File: src/rtl/button_debounce_reader.sv
// Pushbutton reader: two-flop synchroniser, debounce FSM, registered press/release/long-press
// strobes and a wrapping 8-bit press counter. All outputs are flop-driven.
module button_debounce_reader #(
   parameter int DEBOUNCE_CYCLES   = 200000,
   parameter int LONG_PRESS_CYCLES = 20000000,
   parameter bit ACTIVE_LOW        = 1'b1
) (
   input  logic       clk,
   input  logic       rst_n,
   input  logic       btn_in,
   output logic       btn_level,
   output logic       press_pulse,
   output logic       release_pulse,
   output logic       long_press_pulse,
   output logic [7:0] press_count
);

   localparam logic [26:0] DB_LAST  = 27'(DEBOUNCE_CYCLES - 1);
   localparam logic [26:0] LP_LAST  = 27'(LONG_PRESS_CYCLES - 1);
   localparam logic [26:0] HOLD_MAX = '1;

   typedef enum logic [1:0] {RELEASED, PRESS_PEND, PRESSED, RELEASE_PEND} state_t;

   state_t      state, state_nx;
   logic [1:0]  sync_q;
   logic        raw_s;
   logic [26:0] cnt, cnt_nx;
   logic [26:0] hold_cnt, hold_nx;
   logic        long_done, long_nx;
   logic        level_nx, press_nx, rel_nx, lp_nx;
   logic [7:0]  count_nx;

   // Synchroniser idles at the released pad level so reset never looks like a press.
   always_ff @(posedge clk or negedge rst_n) begin
      if (!rst_n) sync_q <= {2{ACTIVE_LOW}};
      else        sync_q <= {sync_q[0], btn_in};
   end

   assign raw_s = sync_q[1] ^ ACTIVE_LOW;

   always_ff @(posedge clk or negedge rst_n) begin
      if (!rst_n) begin
         state            <= RELEASED;
         cnt              <= '0;
         hold_cnt         <= '0;
         long_done        <= 1'b0;
         btn_level        <= 1'b0;
         press_pulse      <= 1'b0;
         release_pulse    <= 1'b0;
         long_press_pulse <= 1'b0;
         press_count      <= '0;
      end else begin
         state            <= state_nx;
         cnt              <= cnt_nx;
         hold_cnt         <= hold_nx;
         long_done        <= long_nx;
         btn_level        <= level_nx;
         press_pulse      <= press_nx;
         release_pulse    <= rel_nx;
         long_press_pulse <= lp_nx;
         press_count      <= count_nx;
      end
   end

   always_comb begin
      state_nx = state;
      cnt_nx   = cnt;
      hold_nx  = hold_cnt;
      long_nx  = long_done;
      level_nx = btn_level;
      press_nx = 1'b0;
      rel_nx   = 1'b0;
      lp_nx    = 1'b0;
      count_nx = press_count;

      // Hold timing keeps running through release bounces and on the releasing edge itself.
      if (state == PRESSED || state == RELEASE_PEND) begin
         if (hold_cnt != HOLD_MAX) hold_nx = hold_cnt + 27'd1;
         if (hold_cnt == LP_LAST && !long_done) begin
            lp_nx   = 1'b1;
            long_nx = 1'b1;
         end
      end

      case (state)
         RELEASED: begin
            if (raw_s) begin
               state_nx = PRESS_PEND;
               cnt_nx   = '0;
            end
         end
         PRESS_PEND: begin
            if (!raw_s) begin
               state_nx = RELEASED;
            end else if (cnt == DB_LAST) begin
               state_nx = PRESSED;
               level_nx = 1'b1;
               press_nx = 1'b1;
               count_nx = press_count + 8'd1;
               hold_nx  = '0;
               long_nx  = 1'b0;
            end else begin
               cnt_nx = cnt + 27'd1;
            end
         end
         PRESSED: begin
            if (!raw_s) begin
               state_nx = RELEASE_PEND;
               cnt_nx   = '0;
            end
         end
         RELEASE_PEND: begin
            if (raw_s) begin
               state_nx = PRESSED;
            end else if (cnt == DB_LAST) begin
               state_nx = RELEASED;
               level_nx = 1'b0;
               rel_nx   = 1'b1;
            end else begin
               cnt_nx = cnt + 27'd1;
            end
         end
         default: state_nx = RELEASED;
      endcase
   end

endmodule

File: config.mk
export PLATFORM = sky130hd
export DESIGN_NAME = button_debounce_reader
export DESIGN_NICKNAME = d
export VERILOG_FILES = /design/src/rtl/button_debounce_reader.sv
export SDC_FILE = /design/constraint.sdc
export NUM_CORES = 1
export LEC_CHECK = 0
export ABC_AREA = 0
export ABC_CLOCK_PERIOD_IN_PS = 1830
export CAP_MARGIN = 30
export CORE_ASPECT_RATIO = 0.7
export CORE_MARGIN = 1
export CORE_UTILIZATION = 55
export DETAILED_ROUTE_END_ITERATION = 8
export PLACE_DENSITY = 0.87
export RECOVER_POWER = 25
export SYNTH_ARGS = -nofsm -noshare
export SYNTH_HDL_FRONTEND = slang
export SYNTH_SLANG_ARGS = --single-unit
File: constraint.sdc
create_clock -name clk -period 1.83 [get_ports clk]
set_input_delay 0.366 -clock clk [delete_from_list [all_inputs] [get_ports clk]]
set_output_delay 0.366 -clock clk [all_outputs]
set_load 0.02 [all_outputs]
======== After elaboration in Yosys (flattened, before gate mapping) ========
Cells that the tools add are included.
word-level totals
  logic and storage cells ................. 72
  bits of input ports ..................... 3
  register bits ........................... 71
  output and inout port bits .............. 12
operators by class
  reductions and logical operators ........ 9
  $add $sub $neg .......................... 3
  muxes and demuxes ....................... 35
  bitwise operators ....................... 1
  equality and inequality tests ........... 14
operator list
  cell                     number
  $mux W27                 10
  $pmux W27 S4             1
  $add A27 B1 Y27 const B  2
  $eq A27 B18 Y1 const B   1
  $eq A27 B25 Y1 const B   1
  $ne A27 B27 Y1 const B   1
  $mux W1                  16
  $mux W2                  6
  $ne A2 B2 Y1 const B     5
  $add A8 B1 Y8 const B    1
  $pmux W2 S4              1
  $reduce_and A4 Y1        2
  $reduce_and A5 Y1        1
  $eq A2 B2 Y1 const B     2
  $ne A3 B2 Y1 const B     1
  $ne A3 B3 Y1 const B     1
  $reduce_and A3 Y1        1
  $eq A2 B1 Y1 const B     1
  $logic_not A2 Y1         1
  $ne A2 B1 Y1 const B     1
  $pmux W1 S2              1
  $reduce_bool A2 Y1       1
  $logic_and A1 B1 Y1      1
  $logic_not A1 Y1         1
  2 further kinds          2

======== Depth between registers and ports, before layout ========
Gate-level depths: netlist of run 1.
  word-level depth ........................ 7
  gate-level depth with buffers ........... 7

======== Worst setup path before layout of run 1 ========
No wires, ideal clock.
  kind .................................... reg2reg
  start point ............................. register cnt[13]
  end point ............................... register press_count[3]
  buffers on the path ..................... 1
  period minus slack after synthesis ...... 2.038 ns
  arrival time ............................ 1.907 ns
  setup slack ............................. -0.208 ns
  stages on the path, launching flop included .. 7
  cell sequence ........................... dfrtp_1 -> or4b_4 -> or3_4 -> nor3_4 -> buf_6 -> nand4_1 -> xnor2_1
between the ends
  word-level cells in the longest chain between the ends .. 2
RTL lines
  element                      line  RTL
  start: declaration           27    logic [26:0] cnt, cnt_nx;
  start signal: assignment     54    cnt <= cnt_nx;
  $eq A27 B18 Y1               95    end else if (cnt == DB_LAST) begin
  $reduce_and A3 Y1 (no line)  -
  end signal: assignment       61    press_count <= count_nx;
  end: declaration             15    output logic [7:0] press_count
No other way between the ends.
A chain may end at the register's enable or synchronous reset.

======== Worst setup path after layout of run 1 ========
  start point ............................. register cnt[14]
  end point ............................... register hold_cnt[26]
between the ends
  word-level cells in the longest chain between the ends .. 4
RTL lines
  element                 line  RTL
  $eq A27 B18 Y1          95
  $mux W27                95
  $mux W27                93    if (!raw_s) begin
  $mux W27                85    case (state)
  named net hold_nx[26]   28    logic [26:0] hold_cnt, hold_nx;
  end signal: assignment  55    hold_cnt <= hold_nx;
  end: declaration        28
The timed path passes the listed nets, and every way through them passes these cells.

==> results of run 1 <==
==> final cells by class <==
| type | count | area (µm²) | share of cell area, % |
|---|---|---|---|
| multi-input combinational | 300 | 2170 | 40.9 |
| sequential | 71 | 1780 | 33.6 |
| timing repair buffer | 122 | 1020 | 19.1 |
| clock buffer | 12 | 145 | 2.74 |
| tap | 91 | 114 | 2.15 |
| clock inverter | 4 | 45.0 | 0.849 |
| inverter | 10 | 37.5 | 0.707 |
==> report_power, final <==
part	switching [µW]	internal (µW)	leakage [µW]
Clock	659	662	0.000100
Combinational	99.5	63.4	0.00137
Sequential	9.76	1580	0.000979
==> flip-flops by register name, summed over array words and instances, names as in the netlist, named ones only <==
register / flops
cnt: 27
hold_cnt: 27
press_count: 8
sync_q: 2
btn_level: 1
long_done: 1
long_press_pulse: 1
press_pulse: 1
release_pulse: 1
state: 1
==> worst max path at each step <==
stage	to	slack (ns)
after floorplan	press_count[3]	-0.19
after global placement	press_count[6]	-0.20
after detailed placement	press_count[6]	-0.27
after CTS	press_count[4]	-0.23
after global routing	press_count[4]	-0.50
final	hold_cnt[26]	-0.45
==> kinds of logic after synthesis <==
family	Yosys count	share of synthesized area (%)
AO/OA/AOI/OAI	58	9.64
XOR/XNOR	36	8.44
adder cells (fa/ha/maj)	3	1.00
buffers and inverters	24	2.81
flip-flops	71	47.6
multiplexers	5	1.37
AND/OR/NAND/NOR	197	29.1
==> stage by stage <==
step / area [µm²] / hold WS, ns
2_1_floorplan: 3740 / 0.0704
3_3_place_gp: 4580 / 0.347
3_5_place_dp: 4580 / 0.347
4_1_cts: 4990 / 0.0105
5_1_grt: 5310 / 0.352
6_report: 5310 / 0.268
==> timing repair <==
action,4_1_cts,5_1_grt
resized for setup,34,47
endpoints found under the setup margin,55,61
endpoints found under the hold margin,0,0
cloned,1,1
pin swaps,12,20
buffers inserted,7,20
==> layout by cell type, fill, tap and decap left out, types with 3 or more instances in the layout <==
| master | n |
|---|---|
| a211oi_1 | 4 |
| a21oi_1 | 11 |
| a21oi_2 | 5 |
| and3_1 | 4 |
| and4_1 | 5 |
| buf_4 | 93 |
| buf_6 | 10 |
| clkbuf_1 | 3 |
| clkbuf_8 | 10 |
| clkdlybuf4s50_1 | 8 |
| clkinv_2 | 3 |
| dfrtp_1 | 68 |
| dlymetal6s2s_1 | 3 |
| inv_1 | 10 |
| mux2i_1 | 4 |
| nand2_1 | 33 |
| nand2b_1 | 3 |
| nand3_1 | 14 |
| nand4_1 | 28 |
| nor2_1 | 42 |
| nor2_2 | 4 |
| nor3_1 | 7 |
| nor3_4 | 4 |
| nor4_1 | 5 |
| nor4_4 | 4 |
| nor4b_1 | 3 |
| o21ai_0 | 9 |
| o21ai_1 | 3 |
| o31ai_1 | 7 |
| or2_2 | 3 |
| or3_1 | 7 |
| or3_4 | 3 |
| or4_1 | 5 |
| xnor2_1 | 20 |
| xor2_1 | 14 |
==> worst max-delay path, cell delays in order (launching register included) <==
cell	delay [ns]
dfrtp_1	0.43
or4b_4	0.58
or3_4	0.44
nor3_4	0.20
buf_12	0.16
buf_4	0.13
buf_8	0.13
nor2_1	0.07
==> layer usage <==
metal / GRT usage (%) / part of all wire [%] / vias up
li1: - / - / 1680
met1: 52.4 / 35 / 2055
met2: 58.8 / 40 / 545
met3: 11.1 / 16 / 198
met4: 21.3 / 8.8 / 0
met5: 0 / 0 / -
==> results.toml, run 1 <==
[run_status]
status = "complete, but fails checks"
violations = "setup timing"

[yosys]
yosysSeqAreaShare_pct = 47.6
yosysTopAreaCellShare_pct = 46.2
yosys.area.top_type = "dfrtp_1"
synth_area_per_cell_um2 = 9.49
synth_common_cells = "dfrtp_1, nor2_1, nand2_1"
synth_edf_count = 0
synth.most_common_cell = "dfrtp_1"
ys.flop_type = "dfrtp_1"
ys_seq_elements = 71
synth_area_leaders = "dfrtp_1, xnor2_1, nor2_1"
synthArstFlopShare_pct = 100
ys_warn_count = 0
syn_inst = 394
netlist_area_um2 = 3740
synth_nets = 400
synthDistinctLibCells = 52

[clock_tree]
clkSinkCount = 71
cts_tree = "done"
cts_root_buf = "clkbuf_8"
holdBufCountCts = 0
clock_latency_ns = 0.38
clk_pin_slew_ns = 0.08
htreeDepth = 3
numCtsBuffers = 9
clock_path_buffers = 2

[worst_setup_path]
ff2ff_setup_slack_ns = -0.45
endpoint_kind = "register"
crit_fanout = 7
worstPathRequired_ns = 2.07
criticalPathCategory = "reg2reg"
arrival_ns = 2.52
cp-start-kind = "register"
ff2ff_path_depth = 7
startpoint = "cnt[14]"
timing.rr.end = "hold_cnt[26]"
r2r-start = "cnt[14]"

[die]
dieArea_um2 = 7130
initial_utilization_pct = 58.4
rows = 24
die_h_um = 71.0
die_width_um = 101
core-area_um2 = 6400
num_io_pins = 15

[timing]
post-route-period-util_pct = 125
layout_setup_ws_ns = -0.453
drv_slew = 0
hold_viol = 0
fin_skew_ns = 0.0205
tns_ns = -17.80
setup_viol = 63
worst_pin_slew_ns = 1.31
rsz0062_at_grt = "true"
fmax_mhz = 438
fin_crit_ns = 2.28
relSlewSlack_pct = 12.4

[drt]
detail_route.wl_per_cell_um = 26.3
drt-initial-drc-count = 1053
drc = 0
routed_wl_um = 16000
route.vias.total = 4478
ant_nets = 0
viasPerCell = 7.34
firstDrtPassIters = 6

[grt]
grt_pass1_wl_um = 21200
grt.overflow.total = 0
grt_usage_pct = 39.4
grt_max_degree = 31
grt_pass1_vias = 3991
grt_antenna_before_repair = 0

[power_and_ir_drop]
p_total_uw = 3080
power.leakage_uw = 0.00245
power_density_nw_per_um2 = 580
max-vdd-ir-drop_uv = 427

[finish]
antennaDiodeCount = 0
layout-area-overhead-vs-synth_pct = 42.0
nets = 520
drive_gt1_share_pct = 34.1
fin_cells = 610
fillers = 312
fin_util_pct = 83.0

[placed_design]
dp.cells = 569
port_buffers = 14
hpwl_um = 7220
place_congestion = 0.890
dp_slack_ns = -0.266

[min_path]
hold_path.class = "in2async"

[job]
maxCapViolations = 0
Power figures use the tool's default switching activity.
==> run 2: changes to the inputs <==
Settings changed: GPL_ROUTABILITY_DRIVEN set to 0.
==> results of run 2 <==
The final DEF is identical to that of run 1; final timing and power are the same.
